File: src/rtl/ram_pkg.sv
// Shared types and helpers for the 1R1W init-swept register-array memory.
// Latency: n/a (types, constants and pure functions only).
// Backpressure: n/a.
//
// Contents:
//   ram_state_e     - sweep FSM state (RAM_INIT while zeroing, RAM_RUN afterwards)
//   RAM_MAX_W       - widest entry the mask expander supports
//   ram_addr_w      - address width for a given depth, never below 1
//   ram_expand_mask - widens a per-lane mask into a per-bit mask
package ram_pkg;

    typedef enum logic [0:0] {
        RAM_INIT = 1'b0,
        RAM_RUN  = 1'b1
    } ram_state_e;

    localparam int RAM_MAX_W  = 256;
    localparam int RAM_MAX_AW = 8;

    function automatic int ram_addr_w(input int depth);
        return ($clog2(depth) < 1) ? 1 : $clog2(depth);
    endfunction

    // Bit i of the result copies lane bit (i / gran). Callers truncate the
    // result to their own WIDTH; bits above MASK_W*gran read zero lanes.
    function automatic logic [RAM_MAX_W-1:0] ram_expand_mask(
        input logic [RAM_MAX_W-1:0] mask,
        input int                   gran
    );
        logic [RAM_MAX_W-1:0] r_bits;
        int                   lane;
        r_bits = '0;
        for (int i = 0; i < RAM_MAX_W; i++) begin
            lane                    = i / gran;
            r_bits[i[RAM_MAX_AW-1:0]] = mask[lane[RAM_MAX_AW-1:0]];
        end
        return r_bits;
    endfunction

endpackage

File: src/rtl/ram_init_sweep.sv
// Post-reset sweep sequencer: walks entries 0..DEPTH-1 issuing zero writes, then parks in RUN.
// Latency: one entry per clock; o_init_done rises after exactly DEPTH edges following reset release.
// Backpressure: none; the sweep owns the write port while o_sweep_en is high.
//
// Ports:
//   clock        in   rising-edge clock
//   reset        in   asynchronous active-high reset, restarts the sweep at entry 0
//   o_sweep_addr out  entry being zeroed this cycle
//   o_sweep_en   out  sweep write strobe (high throughout RAM_INIT)
//   o_init_done  out  high once every entry has been zeroed
module ram_init_sweep
    import ram_pkg::*;
#(
    parameter int DEPTH  = 3,
    parameter int ADDR_W = 2
) (
    input  logic              clock,
    input  logic              reset,
    output logic [ADDR_W-1:0] o_sweep_addr,
    output logic              o_sweep_en,
    output logic              o_init_done
);

    localparam logic [ADDR_W-1:0] LAST_ADDR = ADDR_W'(DEPTH - 1);

    ram_state_e        r_state;
    logic [ADDR_W-1:0] r_cnt;

    always_ff @(posedge clock or posedge reset) begin
        if (reset) begin
            r_state <= RAM_INIT;
            r_cnt   <= '0;
        end else if (r_state == RAM_INIT) begin
            // The last entry is written on the same edge that enters RUN.
            if (r_cnt == LAST_ADDR) begin
                r_state <= RAM_RUN;
                r_cnt   <= '0;
            end else begin
                r_cnt <= r_cnt + 1'b1;
            end
        end
    end

    assign o_sweep_addr = r_cnt;
    assign o_sweep_en   = (r_state == RAM_INIT);
    assign o_init_done  = (r_state == RAM_RUN);

endmodule

File: src/rtl/ram_1r1w_init.sv
// Single-clock 1R1W register-array memory with lane write masks, write-first bypass and post-reset zero sweep.
// Latency: write visible to reads issued next cycle; read data/valid registered, one cycle after R0_en.
// Backpressure: none; requests while init_done is low are dropped and must be retried by the requester.
//
// Ports:
//   clock, reset   rising-edge clock, asynchronous active-high reset
//   R0_addr/R0_en  read request; R0_data/R0_valid return it one cycle later
//   W0_addr/W0_en  write request; W0_data under per-lane W0_mask
//   init_done      sweep complete, requests accepted only while high
module ram_1r1w_init
    import ram_pkg::*;
#(
    parameter int  DEPTH     = 3,
    parameter int  WIDTH     = 1,
    parameter int  MASK_GRAN = 1,
    localparam int ADDR_W    = ram_addr_w(DEPTH),
    localparam int MASK_W    = WIDTH / MASK_GRAN
) (
    input  logic              clock,
    input  logic              reset,
    input  logic [ADDR_W-1:0] R0_addr,
    input  logic              R0_en,
    output logic [WIDTH-1:0]  R0_data,
    output logic              R0_valid,
    input  logic [ADDR_W-1:0] W0_addr,
    input  logic              W0_en,
    input  logic [WIDTH-1:0]  W0_data,
    input  logic [MASK_W-1:0] W0_mask,
    output logic              init_done
);

    if (DEPTH < 2) begin : g_bad_depth
        $error("ram_1r1w_init: DEPTH must be at least 2");
    end
    if (MASK_GRAN < 1 || (WIDTH % MASK_GRAN) != 0) begin : g_bad_gran
        $error("ram_1r1w_init: WIDTH must be a whole multiple of MASK_GRAN");
    end
    if (WIDTH > RAM_MAX_W) begin : g_bad_width
        $error("ram_1r1w_init: WIDTH exceeds RAM_MAX_W");
    end

    // One extra bit so DEPTH itself is representable when DEPTH is a power of two.
    localparam logic [ADDR_W:0] DEPTH_C = (ADDR_W + 1)'(DEPTH);

    // Plain unpacked array, no reset, so an SRAM macro can be substituted.
    logic [WIDTH-1:0] r_mem [DEPTH];

    logic [WIDTH-1:0]  r_rd_dat;
    logic              r_rd_vld;

    logic [ADDR_W-1:0] w_sweep_addr;
    logic              w_sweep_en;
    logic              w_init_done;
    logic [WIDTH-1:0]  w_bmask;
    logic              w_wr_in_range;
    logic              w_rd_in_range;
    logic              w_wr;
    logic              w_rd;
    logic [WIDTH-1:0]  w_rd_old;
    logic [WIDTH-1:0]  w_rd_nxt;

    ram_init_sweep #(
        .DEPTH  (DEPTH),
        .ADDR_W (ADDR_W)
    ) u_sweep (
        .clock        (clock),
        .reset        (reset),
        .o_sweep_addr (w_sweep_addr),
        .o_sweep_en   (w_sweep_en),
        .o_init_done  (w_init_done)
    );

    assign w_bmask       = WIDTH'(ram_expand_mask(RAM_MAX_W'(W0_mask), MASK_GRAN));
    assign w_wr_in_range = ({1'b0, W0_addr} < DEPTH_C);
    assign w_rd_in_range = ({1'b0, R0_addr} < DEPTH_C);

    // Out-of-range writes are dropped here, which also keeps them out of the bypass.
    assign w_wr = w_init_done && W0_en && w_wr_in_range;
    assign w_rd = w_init_done && R0_en;

    // Storage write port: sweep owns it during INIT, W0 afterwards.
    always_ff @(posedge clock) begin
        if (w_sweep_en) begin
            r_mem[w_sweep_addr] <= '0;
        end else if (w_wr) begin
            r_mem[W0_addr] <= (W0_data & w_bmask) | (r_mem[W0_addr] & ~w_bmask);
        end
    end

    // Next read value: zero when out of range, write-first merge on an address match.
    always_comb begin
        w_rd_old = '0;
        w_rd_nxt = '0;
        if (w_rd_in_range) begin
            w_rd_old = r_mem[R0_addr];
            if (w_wr && (W0_addr == R0_addr)) begin
                w_rd_nxt = (W0_data & w_bmask) | (w_rd_old & ~w_bmask);
            end else begin
                w_rd_nxt = w_rd_old;
            end
        end
    end

    always_ff @(posedge clock or posedge reset) begin
        if (reset) begin
            r_rd_dat <= '0;
            r_rd_vld <= 1'b0;
        end else begin
            r_rd_vld <= w_rd;
            if (w_rd) begin
                r_rd_dat <= w_rd_nxt;
            end
        end
    end

    assign R0_data   = r_rd_dat;
    assign R0_valid  = r_rd_vld;
    assign init_done = w_init_done;

endmodule

File: config.mk
export PLATFORM = sky130hd
export DESIGN_NAME = ram_1r1w_init
export DESIGN_NICKNAME = d
export VERILOG_FILES = /design/src/rtl/ram_pkg.sv /design/src/rtl/ram_init_sweep.sv /design/src/rtl/ram_1r1w_init.sv
export SDC_FILE = /design/constraint.sdc
export NUM_CORES = 1
export LEC_CHECK = 0
export ABC_CLOCK_PERIOD_IN_PS = 1690
export BUFFER_PORTS_ARGS = -buffer_cell sky130_fd_sc_hd__buf_4
export CAP_MARGIN = 30
export CORE_AREA = 2 2 39 41
export CTS_CLUSTER_SIZE = 24
export DETAILED_ROUTE_END_ITERATION = 7
export DIE_AREA = 0 0 41 43
export HOLD_SLACK_MARGIN = 0.1
export PLACE_DENSITY_LB_ADDON = 0.2
export SETUP_SLACK_MARGIN = 0.1
export SYNTH_ARGS = -nofsm -noshare
export SYNTH_HDL_FRONTEND = slang
export SYNTH_SLANG_ARGS = --single-unit
File: constraint.sdc
create_clock -name clock -period 1.69 [get_ports clock]
set_clock_uncertainty 0.05 [all_clocks]
set_input_delay 0.338 -clock clock [delete_from_list [all_inputs] [get_ports clock]]
set_output_delay 0.338 -clock clock [all_outputs]
set_load 0.02 [all_outputs]
After elaboration in Yosys (flattened, before gate mapping). Memory sizes are Yosys's and may differ from the RTL's. Index checks and enable logic that the tools add are counted.

Register bits after elaboration: 5. RAM bits: 3. Bits of input ports: 10. Output and inout bits: 3. Logic and storage cells: 33. Memories: 1.

$add $sub $neg: 1. $lt $le $gt $ge: 2. Equality and inequality tests: 2. Mux-type cells: 12. Bitwise gates (word level): 6. Reduce and logical (&&, ||, !) cells: 5.

Memory list: r_mem (depth 3, bits a word 1, rd ports 2, clocked after Yosys merged registers in 0, write ports 1, RTL line ram_1r1w_init.sv:46) `logic [WIDTH-1:0] r_mem [DEPTH];`.

Operator list (count): 2-to-1 mux 1 bit (10); logical AND 1 bit (4); < comparator 2 bit (second input constant) (2); 2-to-1 mux 2 bit (2); AND 1 bit (3); adder 2 x 1 -> 2 bit (second input constant) (1); equality test 2 bit (1); equality test 2 bit (second input constant) (1); bitwise OR 1 bit (2); NOT 1 bit (1); OR reduction 1 bit (1).

Depth between registers and ports, before layout. Gate-level depths: netlist of the first run.

Word-level depth: 7. Mapped depth: 4.

Cells and area by module. Synthesis of the first run repeated with hierarchy kept, for this count alone.

Cells, all modules: 48. Area total of the unflattened synthesis: 469.2 um^2.

By module, submodules not included: ram_1r1w_init (instances 1, cells an instance 37, area each 346.6 um^2); ram_init_sweep (instances 1, cells an instance 11, area each 122.6 um^2).

Worst setup path before layout of the first run. Ideal clock, no wire load.

Path type: register -> register. From: reg u_sweep.r_state, in the netlist u_sweep.o_init_done. To: mem r_mem[0] (enable). Setup time: 0.290 ns. Arrival: 1.024 ns. Data required time: 1.350 ns. Slack: 0.325 ns. Stages on the path, launching flop included: 4. Path buffers: 1. Period minus slack after synthesis: 1.365 ns. Cells stage by stage: dfrtp_1 -> clkbuf_1 -> nor3_1 -> a31o_2.

Word-level cells in the longest chain between the ends: 7. Elaborated cells on any way between the ends: 9. Classes of those cells: 6 x mux; 3 x reduce/logical.

RTL lines: from (decl) (RTL line ram_init_sweep.sv:26) `ram_state_e r_state;`; from (signal assigned) (RTL line ram_init_sweep.sv:31) `r_state <= RAM_INIT;`; from (signal assigned) (RTL line ram_init_sweep.sv:36) `r_state <= RAM_RUN;`; logical AND 1 bit (2 in a row) (RTL line ram_1r1w_init.sv:78) `assign w_wr = w_init_done && W0_en && w_wr_in_range;`; 2-to-1 mux 1 bit (RTL line ram_1r1w_init.sv:85) `end else if (w_wr) begin`; 2-to-1 mux 1 bit (RTL line ram_1r1w_init.sv:83) `if (w_sweep_en) begin`; 2-to-1 mux 1 bit (not written as such) (RTL line ram_1r1w_init.sv:86) `r_mem[W0_addr] <= (W0_data & w_bmask) | (r_mem[W0_addr] & ~w_bmask);`; OR reduction 1 bit (no source line); 2-to-1 mux 2 bit (no source line) or 2-to-1 mux 1 bit (tied branches); to (decl) (RTL line ram_1r1w_init.sv:46).

Parallel ways exist; a longest one is shown, timed or not.

Worst setup path after layout of the first run.
From: reg u_sweep.r_state, in the netlist u_sweep.o_init_done. To: out init_done.

RTL lines: to (decl) (RTL line ram_1r1w_init.sv:29) `output logic init_done`.

No word-level cell between the ends.

==> results of run 1 <==
==> metrics by stage <==
step / cell area (sq um) / instances
after detailed placement: 549 / 73
after CTS: 586 / 78
final: 586 / 78
after floorplan: 443 / 46
after global placement: 549 / 73
after global routing: 586 / 78
==> worst max path at each step <==
stage	startpoint	endpoint
after floorplan	u_sweep.o_init_done	r_mem[0]
final	u_sweep.o_init_done	init_done
after CTS	u_sweep.o_init_done	init_done
after global routing	u_sweep.o_init_done	init_done
after global placement	W0_addr[0]	r_mem[2]
after detailed placement	R0_addr[1]	R0_data
==> cells by family after synthesis <==
logic type             share of synthesized area (%)
AO/OA/AOI/OAI                                   17.8
XOR/XNOR                                        1.98
buffers and inverters                           3.39
flip-flops                                      48.6
multiplexers                                    6.78
AND/OR/NAND/NOR                                 21.5
==> where the power goes <==
part | switching (mW) | leakage (nW) | internal, mW | total (mW)
combinational | 0.0331 | 0.171 | 0.0356 | 0.0687
sequential | 0.00277 | 0.0884 | 0.209 | 0.212
clock | 0.0676 | 0.0150 | 0.0905 | 0.158
total | 0.103 | 0.274 | 0.335 | 0.438
==> layout by cell type, fill, tap and decap left out <==
master                          synthesis  layout
sky130_fd_sc_hd__a21oi_1                2       2
sky130_fd_sc_hd__and4bb_1               1       1
sky130_fd_sc_hd__o211ai_2               1       1
sky130_fd_sc_hd__a32o_1                 1       1
sky130_fd_sc_hd__nand3_1                1       1
sky130_fd_sc_hd__o21ai_0                2       2
sky130_fd_sc_hd__buf_4                  0      12
sky130_fd_sc_hd__o21ai_1                1       1
sky130_fd_sc_hd__xnor2_1                1       1
sky130_fd_sc_hd__a211oi_1               1       1
sky130_fd_sc_hd__clkbuf_1               1       1
sky130_fd_sc_hd__dfrtp_1                5       5
sky130_fd_sc_hd__a21o_1                 1       1
sky130_fd_sc_hd__mux2i_1                3       3
sky130_fd_sc_hd__nor3_1                 1       1
sky130_fd_sc_hd__edfxtp_1               3       3
sky130_fd_sc_hd__nand2b_1               2       2
sky130_fd_sc_hd__nor2_1                 2       2
sky130_fd_sc_hd__nand2_1                9       9
sky130_fd_sc_hd__inv_1                  3       3
sky130_fd_sc_hd__or2_1                  1       1
sky130_fd_sc_hd__dlygate4sd3_1          0       1
sky130_fd_sc_hd__nor2b_1                1       1
sky130_fd_sc_hd__a31o_2                 1       1
sky130_fd_sc_hd__nand4_1                1       1
sky130_fd_sc_hd__o211ai_1               1       1
sky130_fd_sc_hd__clkbuf_4               0       3
==> registers in the layout, summed over array words and instances, names as in the netlist <==
register / count
u_sweep.o_sweep_addr: 2
R0_data: 1
u_sweep.o_init_done: 1
R0_valid: 1
r_mem: 3
==> per-layer routing <==
| metal | vias to the layer above | global-route usage (%) | wire length, um |
|---|---|---|---|
| li1 | 195 | - | - |
| met1 | 184 | 12.2 | 347 |
| met2 | 17 | 20.6 | 404 |
| met3 | 4 | 3.14 | 94 |
| met4 | 0 | 6.00 | 14 |
| met5 | - | 0 | 0 |
==> layout make-up <==
cell class                 count  area share [%]
tap                           16            3.42
sequential                     8            36.8
inverter                       3            1.92
clock buffer                   4            4.49
timing repair buffer          13            17.1
multi-input combinational     34            36.3
==> parameters.txt, run 1 <==
Parameter                              Value

Cells and area
  Area of the multi-input gates ... 213 sq um
  Area growth, synth to finish ... 32.2%
  Count of nets after finishing ... 73
  Inserted Diodes ... 0
  Share of the core filled with cells in the final layout ... 42.3%
  Total area of sequential cells ... 215 sq um
  Count of filler cells inserted in the layout ... 149
  Share of post-route cells with drive strength above 1 ... 27.4%

Critical path
  Buffering stage count on the worst path with inverters included ... 1
  Worst R2R Path Depth ... 2
  Family with the most delay on the worst path ... flip-flops
  Launch point of the worst reg-to-reg path ... u_sweep.o_init_done
  Required arrival time at the worst endpoint ... 1.30 ns
  Cell Chain, Critical Path ... buf_4
  Slowest-stage cell, CP ... sky130_fd_sc_hd__dfrtp_1
  Worst-case register-to-register setup slack ... 0.40 ns
  WS Path Type ... flip-flop to output pin
  FF-to-FF End ... r_mem[0]
  Critical Path AT ... 1.02 ns
  Worst-path fanout max ... 13
  Worst Setup End Kind ... output pin
  Delay contributed by the slowest stage of the critical path ... 0.55 ns
  Sort of element at the start of the critical path ... flip-flop
  Number of gates on the worst path with buffers counted ... 1

Route
  ANT nets after route ... 0
  Aggregate routed wire length ... 860 um
  DRC violation count after routing ... 0
  Average via count per standard cell ... 5.13
  Via Count ... 400
  Avg WL per Cell ... 11.0 um
  DRC violation total after the first TritonRoute iteration ... 10
  Pre-Repair DR Iteration Count ... 4

Global route
  Global-route wire length before repair ... 1380 um
  Vias in the first global route ... 364
  Total routing usage reported by global routing ... 11.9%
  Number of antenna violations at the first check in global routing ... 0
  Congestion Overflow GR ... 0
  Largest net degree at the start of global routing ... 14

Clock tree
  Root buf cell ... sky130_fd_sc_hd__clkbuf_4
  Clock tree from TritonCTS ... built
  Total CTS buffers ... 3
  Setup Buffers After CTS ... 0
  Number of instances resized during post-cts repair ... 0
  Largest buffer count on any clock path ... 2
  Clock-pin slew reported for the worst setup and hold paths after clock tree synthesis ... 0.06 ns
  Number of H-tree levels ... 1
  Clock latency of the later-clocked register in the worst-skew pair ... 0.26 ns
  Clock sink total ... 8
  Quantity of hold-fixing buffers added after cts ... 1

Timing
  Final hold viol count ... 0
  Max Slew Vio Count ... 0
  Final count of negative-setup-slack endpoints ... 0
  Sum Neg Setup Slack ... 0 ns
  RSZ-0062 raised after global routing ... no
  Hold_ws ... 0.299 ns
  Final critical-path share of the clock period ... 83.4%
  Transition at the pin with the smallest max-transition slack ... 0.356 ns
  Max Freq ... 709 MHz
  Max transition margin ... 76.3%
  Final min period ... 1.41 ns
  Worst-case setup margin in the final layout ... 0.280 ns

Logic synthesis
  Largest cells by area after synthesis ... sky130_fd_sc_hd__dfrtp_1 (28%), sky130_fd_sc_hd__edfxtp_1 (20%), sky130_fd_sc_hd__nand2_1 (7.6%)
  Most common cell in the netlist ... sky130_fd_sc_hd__nand2_1
  Number of distinct library cells after synthesis ... 24
  Number of enable-type register cells in the synthesized netlist ... 3
  Top cells by instance count after synthesis ... sky130_fd_sc_hd__nand2_1 (9), sky130_fd_sc_hd__dfrtp_1 (5), sky130_fd_sc_hd__edfxtp_1 (3), sky130_fd_sc_hd__inv_1 (3), sky130_fd_sc_hd__mux2i_1 (3)
  Cell accounting for the most synthesized area ... sky130_fd_sc_hd__dfrtp_1
  Mapped Avg Cell Area ... 9.63 sq um
  Fraction of the yosys area taken by sequential cells ... 48.6%
  Most instantiated flip-flop cell in the synthesis netlist ... sky130_fd_sc_hd__dfrtp_1
  Synthesized Nets ... 56
  Mapped cell area ... 443 sq um
  Post-synthesis async set-or-reset flop share ... 62.5%
  Post-synthesis instance total ... 46
  Top cell type's share of synthesized area ... 28.2%
  Number of flip-flops and latches in the synthesized netlist ... 8
  Count of yosys warnings during synthesis ... 0

Worst hold path
  Type of the most critical hold path ... primary input to flip-flop
  Worst Hold Endpoint ... R0_valid
  Hold Path Depth ... 3
  HP Start ... R0_en

Floorplan
  Die height ... 43 um
  Top-Level Pins ... 13
  DIE AREA ... 1760 sq um
  Core area ... 1380 sq um
  Horiz. Die Dim ... 41 um
  Core Rows ... 14
  Initial core utilization ... 32.0%

Run status
  Outcome ... finished, final reports clean

Power
  Standby leakage power ... 0.274 nW
  P per Cell Area ... 749 nW/um^2
  Total chip power ... 438 uW
  IR Drop Worst-Case VDD ... 0.273 mV

Flow run
  Max capacitance violation total ... 0

Placed design
  IO Port Bufs ... 12
  Post-placement setup slack ... 0.367 ns
  Placer Congestion ... 0.777
Note: power is estimated with default switching activity, not from simulation.
==> run 2: changes to the inputs <==
--- a/config.mk
+++ b/config.mk
@@ -5,7 +5,7 @@
 export SDC_FILE = /design/constraint.sdc
 export NUM_CORES = 1
 export LEC_CHECK = 0
-export ABC_CLOCK_PERIOD_IN_PS = 1690
+export ABC_CLOCK_PERIOD_IN_PS = 1500
 export BUFFER_PORTS_ARGS = -buffer_cell sky130_fd_sc_hd__buf_4
 export CAP_MARGIN = 30
 export CORE_AREA = 2 2 39 41
==> constraint.sdc (replaced) <==
create_clock -name clock -period 1.5 [get_ports clock]
set_clock_uncertainty 0.05 [all_clocks]
set_input_delay 0.3 -clock clock [delete_from_list [all_inputs] [get_ports clock]]
set_output_delay 0.3 -clock clock [all_outputs]
set_load 0.02 [all_outputs]
==> parameters.txt, run 2 (same netlist as run 1, synthesis figures left out) <==
Parameter                              Value

Cells and area
  Inserted Diodes ... 0
  Commonest non-fill, non-tap cell in the layout ... sky130_fd_sc_hd__buf_4
  Number of standard cells in the final layout excluding fillers ... 78
  Max reg flops ... 3
  Count of filler cells inserted in the layout ... 140
  Most frequent cells in the layout ... sky130_fd_sc_hd__buf_4 (12), sky130_fd_sc_hd__nand2_1 (9), sky130_fd_sc_hd__dfrtp_1 (4)
  Largest register by flop count ... r_mem
  Share of post-route cells with drive strength above 1 ... 29.0%
  Count of nets after finishing ... 73
  Layout Cell Area excl Fill ... 587 sq um
  Area growth, synth to finish ... 32.5%

Timing
  Max Freq ... 779 MHz
  Final count of negative-setup-slack endpoints ... 0
  Worst-case setup margin in the final layout ... 0.217 ns
  Final critical-path share of the clock period ... 85.6%
  Transition at the pin with the smallest max-transition slack ... 0.303 ns
  Max Slew Vio Count ... 0
  Sum Neg Setup Slack ... 0 ns
  Max transition margin ... 79.7%
  Final hold viol count ... 0
  Final min period ... 1.28 ns
  RSZ-0062 raised after global routing ... no

Critical path
  Worst R2R Path Depth ... 2
  Worst-path fanout max ... 13
  Delay contributed by the slowest stage of the critical path ... 0.49 ns
  Slowest-stage cell, CP ... sky130_fd_sc_hd__dfrtp_2
  FF-to-FF End ... r_mem[0]
  Launch point of the worst reg-to-reg path ... u_sweep.o_init_done
  Required arrival time at the worst endpoint ... 1.15 ns
  Family with the most delay on the worst path ... flip-flops
  Worst Setup End Kind ... output pin
  WS Path Type ... flip-flop to output pin
  Critical Path AT ... 0.93 ns
  Sort of element at the start of the critical path ... flip-flop
  Buffering stage count on the worst path with inverters included ... 1
  Cell Chain, Critical Path ... buf_4
  Worst-case register-to-register setup slack ... 0.29 ns

Clock tree
  Largest buffer count on any clock path ... 2
  Total CTS buffers ... 3
  Clock-pin slew reported for the worst setup and hold paths after clock tree synthesis ... 0.06 ns
  Clock sink total ... 8
  Clock tree from TritonCTS ... built
  Setup Buffers After CTS ... 0
  Clock latency of the later-clocked register in the worst-skew pair ... 0.26 ns
  Number of H-tree levels ... 1
  Root buf cell ... sky130_fd_sc_hd__clkbuf_4

Floorplan
  Core area ... 1380 sq um
  DIE AREA ... 1760 sq um
  Initial core utilization ... 32.0%
  Die height ... 43 um
  Horiz. Die Dim ... 41 um
  Core Rows ... 14
  Top-Level Pins ... 13

Worst hold path
  HP Start ... R0_en
  Type of the most critical hold path ... primary input to flip-flop
  Worst Hold Endpoint ... R0_valid
  Hold Path Depth ... 3

Placed design
  Post-placement setup slack ... 0.215 ns
  Placer Congestion ... 0.777
  Detailed-placement wirelength estimate ... 685 um
  Cell count after placement ... 73
  IO Port Bufs ... 12
  Area after DPL ... 549 sq um

Power
  Total chip power ... 500 uW
  Standby leakage power ... 0.274 nW
  P per Cell Area ... 851 nW/um^2
  IR Drop Worst-Case VDD ... 0.297 mV

Route
  DRC violation count after routing ... 0
  Aggregate routed wire length ... 888 um
  ANT nets after route ... 0
  Routed length on met2 ... 408 um
  Via Count ... 407
  Avg WL per Cell ... 11.4 um
  Average via count per standard cell ... 5.22
  Top routing layer used ... met4
  Post-route met1 wirelength ... 349 um
  DRC violation total after the first TritonRoute iteration ... 4
  Pre-Repair DR Iteration Count ... 4
  Metal3 WL ... 89 um

Run status
  Outcome ... finished, final reports clean

Global route
  Congestion Overflow GR ... 0
  Vias in the first global route ... 371
  Total routing usage reported by global routing ... 12.4%
  Global-route wire length before repair ... 1370 um
  Number of antenna violations at the first check in global routing ... 0
  Largest net degree at the start of global routing ... 14

Flow run
  Max capacitance violation total ... 0
[run 2: metrics by stage]
stage               hold slack, ns  util, %
floorplan                   0.0285        -
global placement             0.165     39.7
detailed placement           0.165     39.7
CTS                          0.247     42.3
global route                 0.262     42.4
finish                       0.248     42.4
[run 2: what timing repair did]
action / 4_1_cts / 5_1_grt
hold buffers: 1 / 0
endpoints found under the hold margin: 5 / 0
setup endpoints to repair: 0 / 1
resized for setup: 0 / 1
[run 2: layout make-up]
cell class,instances,area [sq um],area share [%]
Clock buffer,4,26.3,4.48
Inverter,3,11.3,1.92
Multi-Input combinational cell,34,213,36.2
Sequential cell,8,216,36.9
Tap cell,16,20.0,3.41
Timing Repair Buffer,13,100,17.1
[run 2: routing by layer]
metal	vias to the layer above	GRT usage [%]
li1	197	-
met1	187	10.7
met2	17	20.6
met3	6	3.14
met4	0	12.0
met5	-	0
[run 2: worst max-delay path by stage]
stage | from | endpoint | slack [ns] | depth (start not counted)
2_1_floorplan | u_sweep.o_init_done | r_mem[0] | 0.14 | 3
3_3_place_gp | u_sweep.o_init_done | r_mem[0] | 0.21 | 2
3_5_place_dp | R0_addr[1] | R0_data | 0.22 | 5
4_1_cts | u_sweep.o_init_done | init_done | 0.11 | 1
5_1_grt | u_sweep.o_init_done | init_done | 0.20 | 1
6_report | u_sweep.o_init_done | init_done | 0.22 | 1
[run 2: where the power goes]
| part | total [mW] | internal, mW | switching (mW) |
|---|---|---|---|
| Combinational | 0.0773 | 0.0402 | 0.0371 |
| Sequential | 0.238 | 0.235 | 0.00312 |
| Clock | 0.184 | 0.102 | 0.0818 |
==> run 3: changes to the inputs <==
--- a/config.mk
+++ b/config.mk
@@ -6,12 +6,13 @@
 export NUM_CORES = 1
 export LEC_CHECK = 0
 export ABC_CLOCK_PERIOD_IN_PS = 1500
-export BUFFER_PORTS_ARGS = -buffer_cell sky130_fd_sc_hd__buf_4
+export BUFFER_PORTS_ARGS = -buffer_cell sky130_fd_sc_hd__buf_2
 export CAP_MARGIN = 30
 export CORE_AREA = 2 2 39 41
 export CTS_CLUSTER_SIZE = 24
 export DETAILED_ROUTE_END_ITERATION = 7
 export DIE_AREA = 0 0 41 43
+export GPL_TIMING_DRIVEN = 0
 export HOLD_SLACK_MARGIN = 0.1
 export PLACE_DENSITY_LB_ADDON = 0.2
 export SETUP_SLACK_MARGIN = 0.1
==> parameters.txt, run 3 (same netlist as run 1, synthesis figures left out) <==
Parameter                              Value

Placed design
  IO Port Bufs ... 12
  Detailed-placement wirelength estimate ... 699 um
  Placer Congestion ... 0.706

Worst hold path
  Type of the most critical hold path ... primary input to flip-flop

Route
  Routed length on met2 ... 381 um
  Avg WL per Cell ... 11.5 um
  Aggregate routed wire length ... 909 um
  ANT nets after route ... 0
  DRC violation count after routing ... 0
  Post-route met1 wirelength ... 391 um
  Average via count per standard cell ... 5.10
  Metal3 WL ... 100 um
  Pre-Repair DR Iteration Count ... 4
  Via Count ... 403
  DRC violation total after the first TritonRoute iteration ... 11
  Top routing layer used ... met4

Timing
  Final min period ... 1.26 ns
  Max Slew Vio Count ... 0
  Transition at the pin with the smallest max-transition slack ... 0.253 ns
  Max Freq ... 791 MHz
  Final critical-path share of the clock period ... 84.3%
  Max transition margin ... 83.1%
  Final hold viol count ... 0
  Sum Neg Setup Slack ... 0 ns
  Final count of negative-setup-slack endpoints ... 0
  RSZ-0062 raised after global routing ... no

Floorplan
  Initial core utilization ... 32.0%
  Top-Level Pins ... 13
  Die height ... 43 um
  Core area ... 1380 sq um
  Core Rows ... 14
  DIE AREA ... 1760 sq um
  Horiz. Die Dim ... 41 um

Cells and area
  Largest register by flop count ... r_mem
  Max reg flops ... 3
  Most frequent cells in the layout ... sky130_fd_sc_hd__buf_2 (12), sky130_fd_sc_hd__nand2_1 (9), sky130_fd_sc_hd__dfrtp_1 (5)
  Count of nets after finishing ... 74
  Share of post-route cells with drive strength above 1 ... 31.7%
  Count of filler cells inserted in the layout ... 153
  Commonest non-fill, non-tap cell in the layout ... sky130_fd_sc_hd__buf_2
  Share of the core filled with cells in the final layout ... 41.2%
  Area growth, synth to finish ... 28.8%
  Inserted Diodes ... 0

Clock tree
  Root buf cell ... sky130_fd_sc_hd__clkbuf_4
  Number of H-tree levels ... 1
  Largest buffer count on any clock path ... 2
  Clock tree from TritonCTS ... built
  Clock latency of the later-clocked register in the worst-skew pair ... 0.26 ns
  Clock sink total ... 8
  Total CTS buffers ... 3
  Clock-pin slew reported for the worst setup and hold paths after clock tree synthesis ... 0.06 ns

Critical path
  Worst Setup End Kind ... flip-flop
  Required arrival time at the worst endpoint ... 1.44 ns
  Slowest-stage cell, CP ... sky130_fd_sc_hd__dfrtp_1
  Sort of element at the start of the critical path ... flip-flop
  Worst-case register-to-register setup slack ... 0.24 ns
  Worst-path fanout max ... 10
  Delay contributed by the slowest stage of the critical path ... 0.40 ns
  Cell Chain, Critical Path ... clkbuf_2 > nor3_2 > a31o_2
  WS Path Type ... flip-flop to flip-flop
  Critical Path AT ... 1.20 ns

Global route
  Global-route wire length before repair ... 1370 um
  Vias in the first global route ... 346
  Congestion Overflow GR ... 0
  Number of antenna violations at the first check in global routing ... 0
  Total routing usage reported by global routing ... 12.1%
  Largest net degree at the start of global routing ... 11

Power
  IR Drop Worst-Case VDD ... 0.429 mV
  Standby leakage power ... 0.269 nW
  P per Cell Area ... 861 nW/um^2

Flow run
  Max capacitance violation total ... 0

Run status
  Outcome ... finished, final reports clean
==> run 3: changes by cell type in the layout (fill, tap and decap cells not counted) <==
cell / change
sky130_fd_sc_hd__buf_4: -12
sky130_fd_sc_hd__clkbuf_2: +1
sky130_fd_sc_hd__a211oi_1: -1
sky130_fd_sc_hd__nor3_1: -1
sky130_fd_sc_hd__dfrtp_2: -1
sky130_fd_sc_hd__nor3_2: +1
sky130_fd_sc_hd__buf_2: +12
sky130_fd_sc_hd__dfrtp_1: +1
sky130_fd_sc_hd__a211oi_2: +1
==> run 3: worst paths after layout <==
| kind | startpoint | to | cells past startpoint |
|---|---|---|---|
| worst min register to register | R0_data | R0_data | 2 |
| worst max register to register | u_sweep.o_init_done | r_mem[0] | 3 |
| worst max-delay path | u_sweep.o_init_done | r_mem[0] | 3 |
| min in group asynchronous | reset | u_sweep.o_init_done | 3 |
| max in group asynchronous | reset | R0_valid | 3 |
| worst min-delay path | R0_en | R0_valid | 3 |
==> run 3: final cells by class <==
type	count	area, sq um	area share, %
Clock buffer	4	26.3	4.61
Buffer	1	5.00	0.877
Inverter	3	11.3	1.97
Tap cell	16	20.0	3.51
Sequential cell	8	215	37.7
Timing Repair Buffer	13	70.1	12.3
Multi-Input combinational cell	34	223	39.0
==> run 3: critical path: cells and delay by family, from the launching register on <==
kind	cells	cell delay [ns]
buffers and inverters	1	0.19
AO/OA/AOI/OAI	1	0.13
AND/OR/NAND/NOR	1	0.21
flip-flops	1	0.40
==> run 3: repair_timing <==
item                                   in CTS  in global routing
gates resized for setup                     1                  2
setup endpoints to repair                   3                  4
hold buffers                                1                  0
gates cloned                                0                  0
setup buffers                               0                  0
endpoints found under the hold margin       5                  0
==> run 3: stage by stage <==
stage	cell area, sq um	instances	power (mW)	setup WS, ns	hold WS, ns
2_1_floorplan	443	46	0.279	0.135	0.0285
3_3_place_gp	523	74	0.309	0.0823	0.158
3_5_place_dp	523	74	0.309	0.0461	0.157
4_1_cts	561	79	0.497	0.140	0.249
5_1_grt	571	79	0.520	0.142	0.242
6_report	571	79	0.491	0.235	0.245
==> run 3: power by group <==
| group | total (mW) | switching (mW) | internal [mW] | leakage (nW) |
|---|---|---|---|---|
| registers | 0.238 | 0.00278 | 0.235 | 0.0884 |
| clock network | 0.183 | 0.0810 | 0.102 | 0.0150 |
| logic | 0.0698 | 0.0384 | 0.0314 | 0.166 |
==> run 3: routing by layer <==
metal / track usage (%) / up-vias
met1: 14.2 / 181
met4: 10.0 / 0
met5: 0 / -
met2: 16.6 / 16
met3: 4.71 / 6
li1: - / 200
